**src/rtl/inst_fetch_unit.sv**
```systemverilog
// Instruction-fetch front end: owns the PC, drives the synchronous instruction
// memory and buffers fetched words in a 2-entry FIFO handed to decode by valid/ready.

module inst_fetch_unit_chk #(
  parameter int ADDR_W    = 32,
  parameter int PROG_SIZE = 108
) (
  input logic       clk,
  input logic       reset,
  input logic       imem_req,
  input logic [1:0] imem_addr_lo,
  input logic [1:0] fifo_count
);
  localparam logic [63:0] PC_SPACE = 64'd1 << ADDR_W;

  // Parameter legality and structural invariants of the fetch unit
  always @(posedge clk) begin
    if (!reset) begin
      assert (64'(PROG_SIZE) + 64'd4 < PC_SPACE);
      assert (!imem_req || (imem_addr_lo == 2'b00));
      assert (fifo_count <= 2'd2);
    end
  end
endmodule

module inst_fetch_unit #(
  parameter int ADDR_W     = 32,
  parameter int PROG_SIZE  = 108,
  parameter int FIFO_DEPTH = 2,
  parameter int CNT_W      = 16
) (
  input  logic              clk,
  input  logic              reset,
  output logic              imem_req,
  output logic [ADDR_W-1:0] imem_addr,
  input  logic [31:0]       imem_rdata,
  input  logic              redirect_valid,
  input  logic [ADDR_W-1:0] redirect_pc,
  output logic              inst_valid,
  input  logic              inst_ready,
  output logic [31:0]       inst_data,
  output logic [ADDR_W-1:0] inst_pc,
  output logic              halted,
  output logic [CNT_W-1:0]  fetch_count
);

  typedef enum logic [1:0] {
    ST_RUN   = 2'd0,
    ST_DRAIN = 2'd1,
    ST_DONE  = 2'd2
  } state_t;

  localparam logic [ADDR_W-1:0] PROG_END = ADDR_W'(PROG_SIZE);
  localparam logic [2:0]        DEPTH    = 3'(FIFO_DEPTH);

  state_t            state_r, state_s;
  logic [ADDR_W-1:0] pc_r;
  logic [ADDR_W-1:0] req_pc_r;
  logic              armed_r;
  logic              inflight_r;
  logic              halted_r;
  logic [CNT_W-1:0]  fetch_count_r;
  logic [1:0]        count_r;
  logic              rd_ptr_r;
  logic              wr_ptr_r;
  logic [31:0]       data_r [2];
  logic [ADDR_W-1:0] ipc_r  [2];

  logic       redir_s;
  logic       pop_s;
  logic       push_s;
  logic       issue_s;
  logic [2:0] occ_s;

  // Per-cycle handshake and credit decode; armed_r keeps the bus quiet in the first cycle after reset
  always_comb begin
    redir_s = redirect_valid && (state_r != ST_DONE);
    pop_s   = (count_r != 2'd0) && inst_ready;
    push_s  = inflight_r && !redir_s;
    occ_s   = {1'b0, count_r} + {2'b00, inflight_r} - {2'b00, pop_s};
    issue_s = armed_r && (state_r == ST_RUN) && !redir_s &&
              (pc_r < PROG_END) && (occ_s < DEPTH);
  end

  // Next-state logic for RUN / DRAIN / DONE
  always_comb begin
    state_s = state_r;
    case (state_r)
      ST_RUN: begin
        if (redir_s) state_s = ST_RUN;
        else if (pc_r >= PROG_END) state_s = ST_DRAIN;
        else state_s = ST_RUN;
      end
      ST_DRAIN: begin
        if (redir_s) state_s = ST_RUN;
        else if ((count_r == 2'd0) && !inflight_r) state_s = ST_DONE;
        else state_s = ST_DRAIN;
      end
      ST_DONE: state_s = ST_DONE;
      default: state_s = ST_RUN;
    endcase
  end

  // State, PC, outstanding-request tracking and retired-fetch counter
  always_ff @(posedge clk or posedge reset) begin
    if (reset) begin
      state_r       <= ST_RUN;
      pc_r          <= {ADDR_W{1'b0}};
      req_pc_r      <= {ADDR_W{1'b0}};
      armed_r       <= 1'b0;
      inflight_r    <= 1'b0;
      halted_r      <= 1'b0;
      fetch_count_r <= {CNT_W{1'b0}};
    end else begin
      state_r    <= state_s;
      halted_r   <= (state_s == ST_DONE);
      armed_r    <= 1'b1;
      inflight_r <= issue_s;
      if (redir_s) begin
        pc_r <= {redirect_pc[ADDR_W-1:2], 2'b00};
      end else if (issue_s) begin
        pc_r     <= pc_r + ADDR_W'(4);
        req_pc_r <= pc_r;
      end
      if (pop_s) fetch_count_r <= fetch_count_r + CNT_W'(1);
    end
  end

  // Output FIFO; a redirect discards everything not accepted this cycle, including the arriving response
  always_ff @(posedge clk or posedge reset) begin
    if (reset) begin
      count_r  <= 2'd0;
      rd_ptr_r <= 1'b0;
      wr_ptr_r <= 1'b0;
      for (int i = 0; i < 2; i++) begin
        data_r[i] <= 32'd0;
        ipc_r[i]  <= {ADDR_W{1'b0}};
      end
    end else if (redir_s) begin
      count_r  <= 2'd0;
      rd_ptr_r <= 1'b0;
      wr_ptr_r <= 1'b0;
    end else begin
      if (push_s) begin
        data_r[wr_ptr_r] <= imem_rdata;
        ipc_r[wr_ptr_r]  <= req_pc_r;
        wr_ptr_r         <= ~wr_ptr_r;
      end
      if (pop_s) rd_ptr_r <= ~rd_ptr_r;
      count_r <= count_r + {1'b0, push_s} - {1'b0, pop_s};
    end
  end

  assign imem_req    = issue_s;
  assign imem_addr   = pc_r;
  assign inst_valid  = (count_r != 2'd0);
  assign inst_data   = data_r[rd_ptr_r];
  assign inst_pc     = ipc_r[rd_ptr_r];
  assign halted      = halted_r;
  assign fetch_count = fetch_count_r;

  inst_fetch_unit_chk #(
    .ADDR_W    (ADDR_W),
    .PROG_SIZE (PROG_SIZE)
  ) u_chk (
    .clk          (clk),
    .reset        (reset),
    .imem_req     (imem_req),
    .imem_addr_lo (imem_addr[1:0]),
    .fifo_count   (count_r)
  );

endmodule

```
**config.mk**
```make
export PLATFORM = sky130hd
export DESIGN_NAME = inst_fetch_unit
export DESIGN_NICKNAME = d
export VERILOG_FILES = /design/src/rtl/inst_fetch_unit.sv
export SDC_FILE = /design/constraint.sdc
export NUM_CORES = 1
export LEC_CHECK = 0
export CAP_MARGIN = 5
export CORE_UTILIZATION = 40
export DETAILED_ROUTE_END_ITERATION = 10
export GPL_ROUTABILITY_DRIVEN = 1
export HOLD_SLACK_MARGIN = 0.15
export SLEW_MARGIN = 20
export SYNTH_ARGS = -nofsm -noshare
export SYNTH_HDL_FRONTEND = slang
export SYNTH_SLANG_ARGS = --single-unit
```
**constraint.sdc**
```tcl
create_clock -name clk -period 7.9 [get_ports clk]
set_input_delay 0.79 -clock clk [delete_from_list [all_inputs] [get_ports clk]]
set_output_delay 0.79 -clock clk [all_outputs]
set_load 0.03 [all_outputs]
```
==> run metrics <==
CP endpoint kind=primary output; H-tree depth=1; standard-cell row count=54; P per Cell Area=221.8 nW/um^2; status=completed; Area Overhead vs Synth=31.56%; PostCTS Resize Cnt=0; Syn Inst Count=659; Remaining DRCs=0; Clk network pwr share=43.7%; die height=151.6 um; crit path cell chain=clkdlybuf4s50_1, o21ai_1, inv_1, ha_1, nor2b_1, fa_1, nor4b_4, o311ai_4, nor3_4, clkdlybuf4s50_1; crit path kind=in -> out; vias=5583; DRT iter0 DRCs=213; synthesized area per cell=13.58 sq um; fin util=53.80%; Clock Tree Buf Depth=3; crit-path max FO=8; Post-DP HPWL=12070 um; CP required=7.11 ns; total core area=21890 sq um; Root Driver=clkbuf_16; NetSw=644.9 uW; slew margin rel.=29.92%; Synth cell types=47; Die X-Extent=151.6 um; global-route wire length before repair=30830 um; setup_tns=0 ns; Clock Pin Slew Worst Setup and Hold Paths=0.06 ns; Seq cells post-synth=209; nets=911; Max-Cap Viols=0; largest cells by area after synthesis=dfrtp_1 (58%), mux2_2 (16%), mux2_1 (7.9%); clk_skew=0.009391 ns; Worst Setup Start Kind=input pin; Mapped Area=8952 sq um; fraction of layout cells with a size suffix above 1=22.01%; Most used DFF post-synth=dfrtp_1; critical path arrival=4.04 ns; placed cell count=1090; drt pass-1 iters=4; Comb pwr share=11.8%; Sw Ratio=24.68%; GR Overflow Total=0; Final Hold Vio Count=0; vias in the first global route=6123; Final Max Tran Viols=0; worst hold-check path type=reg -> reg; Seq pwr share=44.5%; non-filler cells, final=1134; Setup Buffers After CTS=0; die area=22980 sq um; number of synthesis warnings=0; CTS Buf Count=24; RSZ-0062 raised after global routing=false; Final min period=4.829 ns; Final Wtd Congestion=0.7677; ys async rst share=100.0%; CTS Hold Buffers Added=0; VDD IR-drop max=0.0001226 V; num ports=183; fmax=207.1 MHz; Pint=1.968 mW; worst-path cell with the longest stage delay=clkdlybuf4s50_1; largest net degree at the start of global routing=145; Final period util=61.13%; sequential share of the synthesized area=58.42%; most used cell, CP=clkdlybuf4s50_1; # setup viols final=0; diodes inserted=0; cell taking the most area after synthesis=dfrtp_1; routed len/inst=16.64 um; Total GRT Usage=16.79%; Sink Count=209; initial antenna violation count=0; Starting Density=40.90%; top-area cell type share of the netlist area=58.42%; TritonCTS clock tree=done; Final Routed Wirelength=18870 um; worst stage delay on the critical path=0.72 ns; clock latency on the worst-skew pair=0.50 ns; port bufs=176; Leakage=5.812 nW; Via density=4.923; Post-DRT Antenna Nets=0; worst-margin pin slew=1.051 ns; EDFF count, synth=0
## placed cells by master (no fill, tap or decap), types with 7 or more instances in the layout
master	count
buf_4	7
clkbuf_1	7
clkbuf_16	25
clkdlybuf4s50_1	176
dfrtp_1	208
inv_1	8
mux2_1	63
mux2_2	128
nand2_1	86
nand3_1	8
nor2_1	13
nor2b_1	27
xnor2_1	13
xor2_1	7
## flip-flops by register name, indices dropped and copies added, names as in the netlist
signal       flops
req_pc_r        30
inflight_r       1
ipc_r           60
rd_ptr_r         1
state_r          2
count_r          2
armed_r          1
fetch_count     16
halted           1
data_r          64
imem_addr       30
wr_ptr_r         1
## power groups by stage
stage,Sequential (mW),Clock (mW),Combinational (mW)
2_1_floorplan,1.17,0,0.199
3_3_place_gp,1.18,0,0.305
3_5_place_dp,1.18,0,0.314
4_1_cts,1.16,1.18,0.315
5_1_grt,1.17,1.23,0.333
6_report,1.16,1.14,0.308
## worst max-delay path, delay by kind of cell
kind | cells | cell delay [ns]
buf+inv | 3 | 1.35
fa+ha+maj | 2 | 0.79
compound gates | 2 | 0.48
simple gates | 3 | 0.63
## final cells by class
class | count | area [sq um]
tap | 280 | 350.3
clock buffer | 37 | 720.7
multi-input combinational | 409 | 3507
clock inverter | 7 | 112.6
sequential | 209 | 5231
inverter | 9 | 41.29
fill | 1864 | 10110
timing repair buffer | 183 | 1814
## synthesized netlist by cell type (2+ instances only)
cell type and instances:
dfrtp_1 209, mux2_2 128, nand2_1 86, mux2_1 63, nor2b_1 27, nor2_1 13
xnor2_1 13, clkbuf_1 11, buf_2 10, inv_1 9, nand3_1 9, xor2_1 7
buf_4 6, buf_6 6, ha_1 6, nor4_1 5, and3_1 3, nor3_1 3
nor4_4 3, o31ai_1 3, or2_2 3, or4_1 3, a21oi_1 2, a31oi_1 2
and2_1 2, buf_1 2, conb_1 2, mux2i_1 2, nand2b_1 2, nand4_1 2
## worst paths after layout
| path | start | cells past startpoint | endpoint | slack [ns] |
|---|---|---|---|---|
| worst max-delay path | inst_ready | 10 | imem_req | 3.07 |
| worst min register to register | ipc_r[44] | 1 | ipc_r[44] | 0.48 |
| worst min-delay path | ipc_r[44] | 1 | ipc_r[44] | 0.48 |
| min in group asynchronous | reset | 2 | data_r[9] | 0.93 |
| worst max register to register | count_r[1] | 10 | req_pc_r[6] | 4.31 |
| max in group asynchronous | reset | 3 | data_r[63] | 5.56 |
## layer usage
| layer | vias to the layer above | GRT usage [%] | wire length [um] |
|---|---|---|---|
| met5 | - | 0 | 0 |
| met4 | 0 | 3.861 | 254 |
| met3 | 26 | 3.713 | 1312 |
| met2 | 162 | 28.45 | 9032 |
| met1 | 2769 | 21.88 | 8268 |
| li1 | 2626 | - | - |
## logic make-up (layout without fill, tap and decap cells)
| logic type | count (synthesis) | count (layout) | synth area share, % |
|---|---|---|---|
| adders and majority gates | 7 | 7 | 1.062 |
| xor gates and xnor gates | 20 | 20 | 1.957 |
| buffers and inverters | 44 | 236 | 2.739 |
| AOI/OAI and AO/OA | 17 | 17 | 1.593 |
| and+or+nand+nor | 167 | 167 | 9.895 |
| DFF | 209 | 209 | 58.42 |
| muxes | 193 | 193 | 24.25 |
| other | 2 | 5 | 0.08389 |
## per-stage QoR
| stage | worst slack (ns) | power [mW] | cell area, sq um | hold slack [ns] |
|---|---|---|---|---|
| after floorplan | 1.401 | 1.370 | 8964 | 0.4541 |
| after global placement | 3.056 | 1.485 | 10940 | 0.4611 |
| after detailed placement | 3.032 | 1.497 | 10940 | 0.4679 |
| after CTS | 3.011 | 2.658 | 11780 | 0.4756 |
| after global routing | 2.802 | 2.729 | 11780 | 0.4911 |
| final | 3.071 | 2.613 | 11780 | 0.4761 |
Note: power is estimated with default switching activity, not from simulation.
